<file path="src/rtl/sram_rw0_sequencer_if.sv">
// sram_rw0_sequencer_if
// Request/response channel between cache control logic (master) and the RW0
// SRAM sequencer (slave).
//   req_valid/req_ready   request handshake, fire when both high
//   req_write             1 = masked write, 0 = read
//   req_addr/wdata/wmask  request fields
//   resp_valid/resp_ready response handshake, pop when both high
//   resp_rdata            read data (0 for write acks)
//   resp_write            head entry is a write ack
interface sram_rw0_sequencer_if #(
    parameter int unsigned ADDR_WIDTH = 9,
    parameter int unsigned DATA_WIDTH = 256,
    parameter int unsigned MASK_WIDTH = 32
);
    logic                  req_valid;
    logic                  req_ready;
    logic                  req_write;
    logic [ADDR_WIDTH-1:0] req_addr;
    logic [DATA_WIDTH-1:0] req_wdata;
    logic [MASK_WIDTH-1:0] req_wmask;
    logic                  resp_valid;
    logic                  resp_ready;
    logic [DATA_WIDTH-1:0] resp_rdata;
    logic                  resp_write;

    modport master (
        output req_valid, req_write, req_addr, req_wdata, req_wmask, resp_ready,
        input  req_ready, resp_valid, resp_rdata, resp_write
    );

    modport slave (
        input  req_valid, req_write, req_addr, req_wdata, req_wmask, resp_ready,
        output req_ready, resp_valid, resp_rdata, resp_write
    );
endinterface

</file>
<file path="src/rtl/sram_rw0_sequencer.sv">
// sram_rw0_sequencer
// Initiator-side controller for a single-port RW0 SRAM macro. Turns a
// valid/ready request stream into RW0 port controls, captures read data the
// cycle after issue and returns it in order through a credit-limited FIFO.
// Ports:
//   clock, reset  sole clock (also the macro's RW0_clk), synchronous active-high reset
//   bus           sram_rw0_sequencer_if.slave request/response channel
//   RW0_addr/en/wmode/wmask/wdata  macro controls, driven combinationally on fire
//   RW0_rdata     macro read data, valid only the cycle after a read issue
// Optional feature: define SRAM_RW0_SEQ_WRITE_ACK_EN to return an ack entry
// (resp_write=1, resp_rdata=0) for every write, in order with reads.
module sram_rw0_sequencer #(
    parameter int unsigned ADDR_WIDTH = 9,
    parameter int unsigned DATA_WIDTH = 256,
    parameter int unsigned MASK_WIDTH = 32,
    parameter int unsigned DEPTH      = 3
) (
    input  logic                  clock,
    input  logic                  reset,
    sram_rw0_sequencer_if.slave   bus,
    output logic [ADDR_WIDTH-1:0] RW0_addr,
    output logic                  RW0_en,
    output logic                  RW0_wmode,
    output logic [MASK_WIDTH-1:0] RW0_wmask,
    output logic [DATA_WIDTH-1:0] RW0_wdata,
    input  logic [DATA_WIDTH-1:0] RW0_rdata
);

    localparam int unsigned CNT_W = $clog2(DEPTH + 1);
    localparam int unsigned OCC_W = CNT_W + 1;
    localparam int unsigned PTR_W = $clog2(DEPTH);

    logic [CNT_W-1:0]      count_q, count_d;
    logic [PTR_W-1:0]      wr_ptr_q, rd_ptr_q;
    logic                  rd_pending_q;
    logic                  wr_pending_q;
    logic [OCC_W-1:0]      occ;
    logic                  fire, push, pop;
    logic                  req_ready, resp_valid;
    logic [DATA_WIDTH-1:0] push_data;
    logic [DATA_WIDTH-1:0] mem_data [DEPTH];

    // Credits: every in-flight capture counts against the FIFO so a push can
    // never find it full.
    assign occ       = OCC_W'(count_q) + OCC_W'(rd_pending_q) + OCC_W'(wr_pending_q);
    assign req_ready = !reset && (occ < OCC_W'(DEPTH));
    assign fire      = bus.req_valid && req_ready;

    assign RW0_en    = fire;
    assign RW0_wmode = bus.req_write;
    assign RW0_addr  = bus.req_addr;
    assign RW0_wdata = bus.req_wdata;
    assign RW0_wmask = bus.req_wmask;

    // At most one of the pending flags is set, since at most one fire per cycle.
    assign push      = rd_pending_q || wr_pending_q;
    assign push_data = rd_pending_q ? RW0_rdata : '0;

    assign resp_valid = !reset && (count_q != '0);
    assign pop        = resp_valid && bus.resp_ready;

    assign bus.req_ready  = req_ready;
    assign bus.resp_valid = resp_valid;
    assign bus.resp_rdata = mem_data[rd_ptr_q];

    always_comb begin
        count_d = count_q;
        unique case ({push, pop})
            2'b10:   count_d = count_q + 1'b1;
            2'b01:   count_d = count_q - 1'b1;
            default: count_d = count_q;
        endcase
    end

    always_ff @(posedge clock) begin
        if (reset) begin
            count_q      <= '0;
            wr_ptr_q     <= '0;
            rd_ptr_q     <= '0;
            rd_pending_q <= 1'b0;
        end else begin
            count_q      <= count_d;
            rd_pending_q <= fire && !bus.req_write;
            if (push) begin
                wr_ptr_q <= (wr_ptr_q == PTR_W'(DEPTH - 1)) ? '0 : wr_ptr_q + 1'b1;
            end
            if (pop) begin
                rd_ptr_q <= (rd_ptr_q == PTR_W'(DEPTH - 1)) ? '0 : rd_ptr_q + 1'b1;
            end
        end
    end

    // Storage needs no reset; validity is tracked by count_q.
    always_ff @(posedge clock) begin
        if (push) begin
            mem_data[wr_ptr_q] <= push_data;
        end
    end

`ifdef SRAM_RW0_SEQ_WRITE_ACK_EN
    logic [DEPTH-1:0] mem_write;

    always_ff @(posedge clock) begin
        if (reset) begin
            wr_pending_q <= 1'b0;
        end else begin
            wr_pending_q <= fire && bus.req_write;
        end
    end

    always_ff @(posedge clock) begin
        if (push) begin
            mem_write[wr_ptr_q] <= wr_pending_q;
        end
    end

    assign bus.resp_write = mem_write[rd_ptr_q];
`else
    assign wr_pending_q   = 1'b0;
    assign bus.resp_write = 1'b0;
`endif

    // Overflow is excluded by the credit check above.
    always_ff @(posedge clock) begin
        if (!reset && push) begin
            assert (count_q != CNT_W'(DEPTH));
        end
    end

endmodule

</file>
<file path="src/flat_wrapper.sv">
// flat-port wrapper written by rule: the top's interface ports become plain ports
module sram_rw0_sequencer_flat 
#(
    parameter int unsigned ADDR_WIDTH = 9,
    parameter int unsigned DATA_WIDTH = 256,
    parameter int unsigned MASK_WIDTH = 32,
    parameter int unsigned DEPTH      = 3
)
  (clock, reset, RW0_addr, RW0_en, RW0_wmode, RW0_wmask, RW0_wdata, RW0_rdata, bus_req_valid, bus_req_write, bus_req_addr, bus_req_wdata, bus_req_wmask, bus_resp_ready, bus_req_ready, bus_resp_valid, bus_resp_rdata, bus_resp_write);
  sram_rw0_sequencer_if #(.ADDR_WIDTH(ADDR_WIDTH), .DATA_WIDTH(DATA_WIDTH), .MASK_WIDTH(MASK_WIDTH)) bus_i ();
  input  logic clock;
  input  logic reset;
  output logic [ADDR_WIDTH-1:0] RW0_addr;
  output logic RW0_en;
  output logic RW0_wmode;
  output logic [MASK_WIDTH-1:0] RW0_wmask;
  output logic [DATA_WIDTH-1:0] RW0_wdata;
  input  logic [DATA_WIDTH-1:0] RW0_rdata;
  input wire logic [$bits(bus_i.req_valid)-1:0] bus_req_valid;
  input wire logic [$bits(bus_i.req_write)-1:0] bus_req_write;
  input wire logic [$bits(bus_i.req_addr)-1:0] bus_req_addr;
  input wire logic [$bits(bus_i.req_wdata)-1:0] bus_req_wdata;
  input wire logic [$bits(bus_i.req_wmask)-1:0] bus_req_wmask;
  input wire logic [$bits(bus_i.resp_ready)-1:0] bus_resp_ready;
  output wire logic [$bits(bus_i.req_ready)-1:0] bus_req_ready;
  output wire logic [$bits(bus_i.resp_valid)-1:0] bus_resp_valid;
  output wire logic [$bits(bus_i.resp_rdata)-1:0] bus_resp_rdata;
  output wire logic [$bits(bus_i.resp_write)-1:0] bus_resp_write;
  assign bus_i.req_valid = bus_req_valid;
  assign bus_i.req_write = bus_req_write;
  assign bus_i.req_addr = bus_req_addr;
  assign bus_i.req_wdata = bus_req_wdata;
  assign bus_i.req_wmask = bus_req_wmask;
  assign bus_i.resp_ready = bus_resp_ready;
  assign bus_req_ready = bus_i.req_ready;
  assign bus_resp_valid = bus_i.resp_valid;
  assign bus_resp_rdata = bus_i.resp_rdata;
  assign bus_resp_write = bus_i.resp_write;
  sram_rw0_sequencer #(.ADDR_WIDTH(ADDR_WIDTH), .DATA_WIDTH(DATA_WIDTH), .MASK_WIDTH(MASK_WIDTH), .DEPTH(DEPTH)) u_core (.clock(clock), .reset(reset), .bus(bus_i), .RW0_addr(RW0_addr), .RW0_en(RW0_en), .RW0_wmode(RW0_wmode), .RW0_wmask(RW0_wmask), .RW0_wdata(RW0_wdata), .RW0_rdata(RW0_rdata));
endmodule
</file>
<file path="config.mk">
export PLATFORM = sky130hd
export DESIGN_NAME = sram_rw0_sequencer_flat
export DESIGN_NICKNAME = d
export VERILOG_FILES = /design/src/rtl/sram_rw0_sequencer_if.sv /design/src/rtl/sram_rw0_sequencer.sv /design/src/flat_wrapper.sv
export SDC_FILE = /design/constraint.sdc
export NUM_CORES = 1
export LEC_CHECK = 0
export CORE_AREA = 2 2 439 441
export CTS_BUF_LIST = sky130_fd_sc_hd__clkbuf_16
export DETAILED_ROUTE_END_ITERATION = 16
export DIE_AREA = 0 0 441 443
export PLACE_DENSITY_LB_ADDON = 0.12
export SETUP_SLACK_MARGIN = 0.2
export SLEW_MARGIN = 10
export SYNTH_ARGS = -nofsm -noshare
export SYNTH_HDL_FRONTEND = slang
export SYNTH_SLANG_ARGS = --single-unit
</file>
<file path="constraint.sdc">
create_clock -name clock -period 20.4 [get_ports clock]
set_clock_uncertainty 0.2 [all_clocks]
set_input_delay 6.12 -clock clock [delete_from_list [all_inputs] [get_ports clock]]
set_output_delay 6.12 -clock clock [all_outputs]
set_load 0.01 [all_outputs]
</file>
==> results of run 1 <==
[cell usage in the layout (no fill, tap or decap), types with 3 or more instances in the layout]
| cell | instances |
|---|---|
| clkinvlp_4 | 5 |
| buf_4 | 25 |
| inv_1 | 24 |
| ha_1 | 3 |
| clkinv_1 | 23 |
| dfxtp_4 | 3 |
| o21ai_0 | 257 |
| a21oi_1 | 4 |
| clkbuf_16 | 99 |
| mux2i_1 | 256 |
| bufinv_16 | 7 |
| diode_2 | 3 |
| inv_16 | 3 |
| clkdlybuf4s50_1 | 520 |
| and2_1 | 258 |
| edfxtp_1 | 768 |
| clkinv_2 | 16 |
| nand2_1 | 259 |
| dfxtp_1 | 6 |
| nor2_1 | 4 |
[worst paths after layout]
kind	endpoint	slack (ns)	cells past startpoint
max reg2reg	u_core.mem_data[1][107]$_DFFE_PP_	15.79	4
max	RW0_en	6.35	4
min reg2reg	flop	0.29	2
min	flop	0.29	2
[layout make-up]
type,count,area [um^2],area share [%]
clock buffers,99,2480,5.96
inverters,1,3.75,0.00903
multi-input cells,1055,6620,15.9
flip-flops and latches,777,23300,56.0
clock inverters,81,596,1.43
diodes,3,7.51,0.0181
well taps,2526,3160,7.61
repair buffers,547,5430,13.1
[synthesized netlist by cell type, types with 2 or more instances]
cell / number
a21oi_1: 4
and2_1: 258
buf_12: 2
buf_2: 30
buf_4: 301
buf_8: 25
clkbuf_1: 55
dfxtp_1: 9
edfxtp_1: 768
ha_1: 3
mux2i_1: 256
nand2_1: 259
nor2_1: 5
nor2b_1: 2
o21ai_0: 257
or3_1: 2
[logic make-up (layout without fill, tap and decap cells)]
logic type	after synthesis	in the layout	share of synthesized area (%)
other cells	1	4	0.0114
flops	777	777	70.7
compound gates	264	264	4.04
xor+xnor	2	2	0.0533
mux	256	256	7.79
simple gates	529	529	8.07
fa+ha+maj	3	3	0.114
buf+inv	415	728	9.25
[through the flow]
step           utilization (%)  total power [mW]  instances
3_3_place_gp              20.1              2.07       4906
6_report                  21.7              3.70       5089
4_1_cts                   21.7              3.79       5086
3_5_place_dp              20.1              2.07       4906
5_1_grt                   21.7              3.85       5087
2_1_floorplan                -              1.98       2247
[layer usage]
metal | global-route usage, % | part of all wire (%) | vias up
met5 | 0 | 0.095 | -
met4 | 5.85 | 3.8 | 24
met3 | 13.2 | 18 | 246
li1 | - | - | 8262
met2 | 29.6 | 53 | 1031
met1 | 11.3 | 25 | 8785
[tightest hold or removal path, delay by kind of cell (launching register included)]
kind,cells,cell delay (ns)
and+or+nand+nor,1,0.06
AOI/OAI and AO/OA,1,0.07
DFF,1,0.32
[flip-flops by register name (all words and copies together), names as in the netlist, named ones only]
signal / cells
u_core.rd_ptr_q: 2
u_core.push: 1
u_core.mem_data: 768
u_core.count_q: 2
u_core.wr_ptr_q: 2
[power breakdown]
group          internal, mW  total (mW)  switching [mW]  leakage (nW)
logic                 0.130       0.261           0.132          3.93
registers              1.76        1.77         0.00807          7.79
clock network         0.967        1.67           0.707          1.59
==> reports/results.tsv, run 1 <==
stage	metric	value	unit
status	status	finished, final reports clean	
global_route	GRT Total Usage	15.9	%
worst_setup_path	Setup CP Type	primary input to output pin	
timing	max-slew violations	0	
worst_setup_path	crit path max fanout	8	
power	worst ir drop on vdd	0.0000575	V
min_path	hold_sp	u_core.rd_ptr_q[1]$_SDFFE_PP0N_	
clocking	CTS Hold Buffers Added	0	
drt	DR DRC count	0	
clocking	cells resized by post-CTS repair	0	
synthesis	Yosys top cell area share	70.1	%
min_path	Min-Delay Path Class	flop to flop	
placed_design	Placer Congestion	0.915	
clocking	Post-CTS Setup Bufs	0	
drt	DRT iter0 DRCs	884	
clocking	CTS tree	yes	
global_route	number of global-route vias before repair	19000	
layout	Design Area, Final	0.0415	mm^2
drt	post-DR vias/cell	3.61	
global_route	first-pass GRT wire length	203	mm
clocking	total clock sinks	777	
drt	final WL	161	mm
synthesis	Yosys reg bits	777	
power	pwr dens	89.1	mW/mm^2
layout	synth-to-layout area growth	26.3	%
clocking	depth of the CTS H-tree	3	
timing	worst slew pin tran	1.17	ns
synthesis	post-synthesis sequential area ratio	70.7	%
layout	share of final-layout standard cells stronger than drive strength 1	6.56	%
synthesis	mapped cell area	0.0329	mm^2
placed_design	port bufs	520	
timing	worst setup margin	6.35	ns
timing	RSZ-0062 raised after global routing	false	
synthesis	Post-synth EDFFs	768	
layout	Fillers	20100	
timing	Peak Freq	71.2	MHz
global_route	GRT overflow	0	
die	IO Count	1116	
worst_setup_path	crit-path cells	clkdlybuf4s50_1 -> a211oi_1 -> and2_1 -> clkdlybuf4s50_1	
clocking	Worst-Skew Late Latency	0.73	ns
timing	Final min period	14.05	ns
clocking	Max Buffers Root-to-Sink	3	
worst_setup_path	Reg2Reg Launch Point	u_core.push$_SDFF_PP0_	
synthesis	area leader, netlist	edfxtp_1	
timing	Final Hold Fails	0	
layout	Final nets	3040	
worst_setup_path	Critical path origin	reset	
worst_setup_path	Crit path max-delay family	buffers and inverters	
clocking	Root Buffer	clkbuf_16	
worst_setup_path	CP Data Required Time	14.08	ns
power	leakage power figure	13.3	nW
synthesis	largest cells by area after synthesis	edfxtp_1 (70%), mux2i_1 (7.8%), buf_4 (6.9%)	
timing	Final period util	68.9	%
die	std cell rows	161	
synthesis	syn avg cell area	14.6	um^2
die	initial core utilization	17.2	%
worst_setup_path	worst path arrival time	7.73	ns
synthesis	synth unique cells	27	
worst_setup_path	Worst Path Buf+Inv	2	
synthesis	Syn Nets	2808	
worst_setup_path	CP peak stage delay	0.57	ns
worst_setup_path	CP most frequent cell	clkdlybuf4s50_1	
clocking	total CTS buffers	97	
placed_design	HPWL Detailed	123	mm
die	die area	0.195	mm^2
timing	Fin Hold WS	0.292	ns
drt	DR WL/cell	31.7	um
synthesis	Synth Instances	2247	
drt	Vias	18300	
worst_setup_path	nature of the critical path endpoint	output pin	
worst_setup_path	crit path max-delay cell type	clkdlybuf4s50_1	
timing	setup TNS	0	ns
placed_design	Area after DPL	0.0385	mm^2
timing	Setup-failing EPs final	0	
synthesis	Synth Flop Type	edfxtp_1	
global_route	largest net degree at the start of global routing	121	
clocking	Clk pin slew, worst setup/hold paths	0.06	ns
worst_setup_path	startpoint type of the worst setup path	primary input	
timing	Slew HR	21.8	%
die	Die Wd	441	um
synthesis	Yosys warnings	0	
drt	antenna-violating nets left	0	
job	max-cap violations	0	
synthesis	asr flop ratio synth	0	%
die	Core ar.	0.191	mm^2
drt	number of detailed-route iterations in the first pass	5	
placed_design	DP Worst Slack	6.35	ns
die	die extent in y	443	um
global_route	antenna violations before repair	35	
Note: power is estimated with default switching activity, not from simulation.
==> run 2, diff against run 1 <==
- clock period: 20.4 -> 12.66 ns (I/O delays scaled with it)
==> run 2 against run 1 <==
  * Clock power rose by 63%
  * Sequential share of layout area down 0.093 points
  * Setup slack lost 3.4 ns
  * Combinational power is 62% higher
  * Utilization barely moved
  * Critical path depth is the same
  * Register-to-register slack got worse by 7.1 ns
  * Cell area increased by 0.17%
  * Count of clock-buffer cells in the layout shrank 3
  * Flip-flop and latch count did not move
  * Highest routed layer unchanged
  * Total power is 62% higher
==> reports/results.tsv, run 2 (synthesis gave the netlist of run 1 again) <==
stage	metric	value	unit	change
status	status	finished, final reports clean		unchanged
timing	RSZ-0062 raised after global routing	false		unchanged
worst_setup_path	CP Data Required Time	8.66	ns	was 14.08 ns
clocking	CTS Hold Buffers Added	0		unchanged
layout	synth-to-layout area growth	26.6	%	was 26.3%
clocking	Max Buffers Root-to-Sink	3		unchanged
worst_setup_path	Setup CP Type	primary input to output pin		unchanged
layout	Biggest register	u_core.mem_data		unchanged
clocking	depth of the CTS H-tree	3		unchanged
clocking	Clk pin slew, worst setup/hold paths	0.06	ns	about the same
power	pwr dens	144	mW/mm^2	was 89.1 mW/mm^2
clocking	total CTS buffers	96		was 97
timing	max-slew violations	0		unchanged
timing	Fin Hold WS	0.289	ns	was 0.292 ns
global_route	GRT Total Usage	15.6	%	was 15.9%
worst_setup_path	crit path to	RW0_en		unchanged
drt	Vias	18400		was 18300
drt	DR DRC count	0		unchanged
clocking	Worst-Skew Late Latency	0.73	ns	about the same
drt	post-DR vias/cell	3.62		was 3.61
worst_setup_path	R2R setup slack	8.65	ns	was 15.79 ns
global_route	GRT overflow	0		unchanged
placed_design	HPWL Detailed	120	mm	was 123 mm
drt	DRT iter0 DRCs	973		was 884
layout	max reg flops	768		unchanged
worst_setup_path	path depth of the worst reg2reg path	5		was 4
layout	Final nets	3033		was 3040
power	worst ir drop on vdd	0.000100	V	was 0.0000575 V
timing	Final period util	76.6	%	
drt	number of detailed-route iterations in the first pass	5		unchanged
timing	worst slew pin tran	1.33	ns	was 1.17 ns
placed_design	port bufs	520		unchanged
worst_setup_path	startpoint type of the worst setup path	primary input		unchanged
timing	setup TNS	0	ns	unchanged
die	die area	0.195	mm^2	unchanged
global_route	antenna violations before repair	48		was 35
worst_setup_path	Critical path origin	reset		unchanged
layout	Fillers	20100		about the same
global_route	number of global-route vias before repair	18800		was 19000
placed_design	Placer Congestion	0.893		was 0.915
die	initial core utilization	17.2	%	unchanged
global_route	largest net degree at the start of global routing	203		was 121
timing	Slew HR	11.3	%	was 21.8%
clocking	Post-CTS Setup Bufs	0		unchanged
job	max-cap violations	0		unchanged
worst_setup_path	worst path arrival time	5.70	ns	was 7.73 ns
layout	share of final-layout standard cells stronger than drive strength 1	6.35	%	was 6.56%
layout	most common cell after layout, fill and taps aside	edfxtp_1		unchanged
power	leakage power figure	13.3	nW	about the same
timing	Final min period	9.69	ns	
clocking	total clock sinks	777		unchanged
timing	Setup-failing EPs final	0		unchanged
power	Total Power	5.99	mW	was 3.70 mW
clocking	Root Buffer	clkbuf_16		unchanged
min_path	Min-Delay Path Class	flop to flop		unchanged
drt	DR WL/cell	31.3	um	was 31.7 um
worst_setup_path	capture point of the worst reg-to-reg path	u_core.mem_data[2][113]$_DFFE_PP_		was u_core.mem_data[1][107]$_DFFE_PP_
drt	final WL	159	mm	was 161 mm
die	die extent in y	443	um	unchanged
worst_setup_path	nature of the critical path endpoint	output pin		unchanged
die	Core ar.	0.191	mm^2	unchanged
drt	antenna-violating nets left	0		unchanged
worst_setup_path	Reg2Reg Launch Point	u_core.push$_SDFF_PP0_		unchanged
clocking	cells resized by post-CTS repair	0		unchanged
clocking	CTS tree	yes		unchanged
global_route	first-pass GRT wire length	200	mm	was 203 mm
timing	Final Hold Fails	0		unchanged
timing	Peak Freq	103	MHz	
layout	most frequent cells in the layout	edfxtp_1 (768), clkdlybuf4s50_1 (520), nand2_1 (259), and2_1 (258), o21ai_0 (257)		unchanged
die	std cell rows	161		unchanged
worst_setup_path	crit path max fanout	8		unchanged
die	IO Count	1116		unchanged
die	Die Wd	441	um	unchanged
-- run 2: worst max-delay path: stages --
cell	delay, ns
clkdlybuf4s50_1	0.58
a211oi_1	0.46
and2_1	0.28
clkdlybuf4s50_1	0.58
-- run 2: metal layers --
layer,share of wire (%),up-vias,global-route usage [%]
li1,-,8212,-
met1,25,8847,11.2
met2,53,1067,29.2
met3,18,265,12.7
met4,3.8,24,5.85
met5,0.097,-,0.0496
-- run 2: final cells by class --
cell class                 count  area (um^2)  share of cell area, %
clock inverter                83          716                   1.72
timing repair buffer         541         5450                   13.1
inverter                       1         3.75                0.00902
antenna                        3         7.51                 0.0180
multi-input combinational   1055         6630                   15.9
tap                         2526         3160                   7.59
sequential                   777        23300                   55.9
clock buffer                  96         2400                   5.77
-- run 2: worst min path at each step --
stage                                    startpoint   end  slack (ns)  depth (start not counted)
global placement    u_core.rd_ptr_q[0]$_SDFFE_PP0N_  flop        0.26                          2
detailed placement  u_core.rd_ptr_q[0]$_SDFFE_PP0N_  flop        0.28                          2
CTS                 u_core.rd_ptr_q[0]$_SDFFE_PP0N_  flop        0.29                          2
finish              u_core.rd_ptr_q[0]$_SDFFE_PP0N_  flop        0.29                          2
global route        u_core.rd_ptr_q[0]$_SDFFE_PP0N_  flop        0.31                          2
floorplan           u_core.rd_ptr_q[0]$_SDFFE_PP0N_  flop        0.25                          2
-- run 2: stage by stage --
step / instance area (um^2) / util [%] / cells / setup WS (ns)
2_1_floorplan: 32900 / - / 2247 / 1.11
3_3_place_gp: 38500 / 20.1 / 4900 / 2.93
3_5_place_dp: 38500 / 20.1 / 4900 / 2.95
4_1_cts: 41600 / 21.8 / 5079 / 2.94
5_1_grt: 41600 / 21.8 / 5082 / 2.86
6_report: 41600 / 21.8 / 5082 / 2.97
-- run 2: power by group --
part	switching (mW)	internal [mW]	leakage [nW]	total, mW
clock	1.13	1.59	1.59	2.72
combinational	0.212	0.210	3.91	0.422
sequential	0.0131	2.84	7.79	2.85
==> run 3, diff against run 2 <==
- clock period: 12.66 -> 7.8 ns (I/O delays scaled with it)
==> run 3 against run 2 <==
  * Critical path depth is the same
  * Final cell count up 0.20%
  * Critical path type unchanged
  * Utilization up 0.058 points
  * Hold slack worse by 0.0061 ns
  * Highest routed layer unchanged
  * Routed wire length is 3.8% higher
  * Critical endpoint unchanged
  * Clock power is 61% higher
==> reports/results.tsv, run 3 (synthesis gave the netlist of run 1 again) <==
stage	metric	value	unit	change
job	max-cap violations	0		unchanged
power	worst ir drop on vdd	0.000148	V	was 0.000100 V
clocking	total clock sinks	777		unchanged
timing	Final Hold Fails	0		unchanged
worst_setup_path	Worst Path Buf+Inv	2		unchanged
layout	most frequent cells in the layout	edfxtp_1 (768), clkdlybuf4s50_1 (520), nand2_1 (259), and2_1 (258), o21ai_0 (257)		unchanged
global_route	GRT Total Usage	16.3	%	was 15.6%
worst_setup_path	worst path arrival time	4.05	ns	was 5.70 ns
drt	antenna-violating nets left	0		unchanged
status	status	finished, final reports clean		unchanged
timing	worst slew pin tran	1.22	ns	was 1.33 ns
clocking	CTS Hold Buffers Added	0		unchanged
worst_setup_path	path depth of the worst reg2reg path	3		was 5
layout	max reg flops	768		unchanged
power	pwr dens	232	mW/mm^2	was 144 mW/mm^2
timing	Slew HR	18.8	%	was 11.3%
die	IO Count	1116		unchanged
worst_setup_path	nature of the critical path endpoint	output pin		unchanged
worst_setup_path	number of stages on the worst setup path	4		unchanged
drt	Vias	18400		about the same
power	leakage power figure	13.4	nW	was 13.3 nW
timing	Final period util	84.5	%	
timing	Setup-failing EPs final	0		unchanged
drt	DRT iter0 DRCs	929		was 973
clocking	Post-CTS Setup Bufs	0		unchanged
clocking	cells resized by post-CTS repair	0		unchanged
timing	max-slew violations	0		unchanged
layout	Util after Layout	21.8	%	about the same
layout	Design Area, Final	0.0417	mm^2	was 0.0416 mm^2
min_path	Hold Path Cell Cnt	2		unchanged
worst_setup_path	CP Data Required Time	5.26	ns	was 8.66 ns
layout	synth-to-layout area growth	26.9	%	was 26.6%
global_route	GRT overflow	0		unchanged
worst_setup_path	R2R setup slack	4.36	ns	was 8.65 ns
clocking	Root Buffer	clkbuf_16		unchanged
timing	RSZ-0062 raised after global routing	false		unchanged
worst_setup_path	crit path max-delay cell type	clkdlybuf4s50_1		unchanged
drt	number of detailed-route iterations in the first pass	5		unchanged
clocking	Clk pin slew, worst setup/hold paths	0.05	ns	was 0.06 ns
global_route	antenna violations before repair	39		was 48
placed_design	port bufs	520		unchanged
worst_setup_path	Crit path max-delay family	buffers and inverters		unchanged
global_route	largest net degree at the start of global routing	149		was 203
placed_design	Placer Congestion	0.923		was 0.893
worst_setup_path	startpoint type of the worst setup path	primary input		unchanged
clocking	Max Buffers Root-to-Sink	3		unchanged
timing	setup TNS	0	ns	unchanged
placed_design	HPWL Detailed	127	mm	was 120 mm
die	Die Wd	441	um	unchanged
die	initial core utilization	17.2	%	unchanged
worst_setup_path	Setup CP Type	primary input to output pin		unchanged
global_route	first-pass GRT wire length	207	mm	was 200 mm
drt	post-DR vias/cell	3.61		was 3.62
placed_design	Area after DPL	0.0386	mm^2	was 0.0385 mm^2
drt	final WL	165	mm	was 159 mm
drt	DR WL/cell	32.4	um	was 31.3 um
drt	DR DRC count	0		unchanged
die	die area	0.195	mm^2	unchanged
die	Core ar.	0.191	mm^2	unchanged
timing	Peak Freq	152	MHz	
clocking	total CTS buffers	98		was 96
worst_setup_path	CP peak stage delay	0.57	ns	was 0.58 ns
layout	Final nets	3042		was 3033
clocking	Worst-Skew Late Latency	0.73	ns	about the same
clocking	depth of the CTS H-tree	3		unchanged
layout	share of final-layout standard cells stronger than drive strength 1	6.67	%	was 6.35%
die	std cell rows	161		unchanged
layout	Biggest register	u_core.mem_data		unchanged
global_route	number of global-route vias before repair	18900		was 18800
die	die extent in y	443	um	unchanged
worst_setup_path	CP most frequent cell	clkdlybuf4s50_1		unchanged
timing	Final min period	6.59	ns	
layout	most common cell after layout, fill and taps aside	edfxtp_1		unchanged
clocking	CTS tree	yes		unchanged
min_path	Min-Delay Path Class	flop to flop		unchanged
worst_setup_path	crit path max fanout	8		unchanged
worst_setup_path	crit-path cells	clkdlybuf4s50_1 -> a211oi_1 -> and2_1 -> clkdlybuf4s50_1		unchanged
-- run 3: cell count changes in the layout (fill, tap and decap cells not counted), sizes merged --
cell	before	now
buf	21	28
bufinv	10	6
clkbuf	96	98
clkinv	50	47
clkinvlp	1	3
diode	3	4
inv	23	28
-- run 3: power breakdown --
| group | internal (mW) | total (mW) | switching (mW) |
|---|---|---|---|
| clock | 2.50 | 4.37 | 1.87 |
| sequential | 4.60 | 4.62 | 0.0205 |
| combinational | 0.343 | 0.691 | 0.348 |
-- run 3: path summary, 6_finish.rpt --
check,start,endpoint
worst max-delay path,reset,RW0_en
worst min register to register,u_core.rd_ptr_q[1]$_SDFFE_PP0N_,flop
worst min-delay path,u_core.rd_ptr_q[1]$_SDFFE_PP0N_,flop
worst max register to register,u_core.push$_SDFF_PP0_,u_core.mem_data[0][86]$_DFFE_PP_
-- run 3: metrics by stage --
step / hold slack [ns] / std cells / worst slack, ns / power, mW
finish: 0.283 / 5092 / 1.21 / 9.69
detailed placement: 0.270 / 4907 / 1.23 / 5.42
floorplan: 0.254 / 2247 / 0.338 / 5.16
global placement: 0.271 / 4907 / 1.19 / 5.42
CTS: 0.283 / 5088 / 1.22 / 9.89
global route: 0.332 / 5090 / 1.15 / 10.1
-- run 3: worst register-to-register path, cell delays in order (launching register included) --
cell and delay [ns]:
dfxtp_4 0.77, inv_1 0.32, nor3_4 0.77, buf_12 0.52
-- run 3: final cells by class --
type | instances | area (um^2)
fill | 20100 | 149000
sequential | 777 | 23300
multi-input combinational | 1055 | 6630
timing repair buffer | 548 | 5550
tap | 2526 | 3160
clock buffer | 98 | 2450
clock inverter | 83 | 671
antenna | 4 | 10.0
inverter | 1 | 3.75
-- run 3: routing by layer --
metal  wire, um  part of all wire [%]  GRT usage (%)
met1      40300                    24           11.2
met2      88000                    53           30.5
met3      30100                    18           13.4
met4       6600                   4.0           6.65
met5        137                 0.083         0.0744
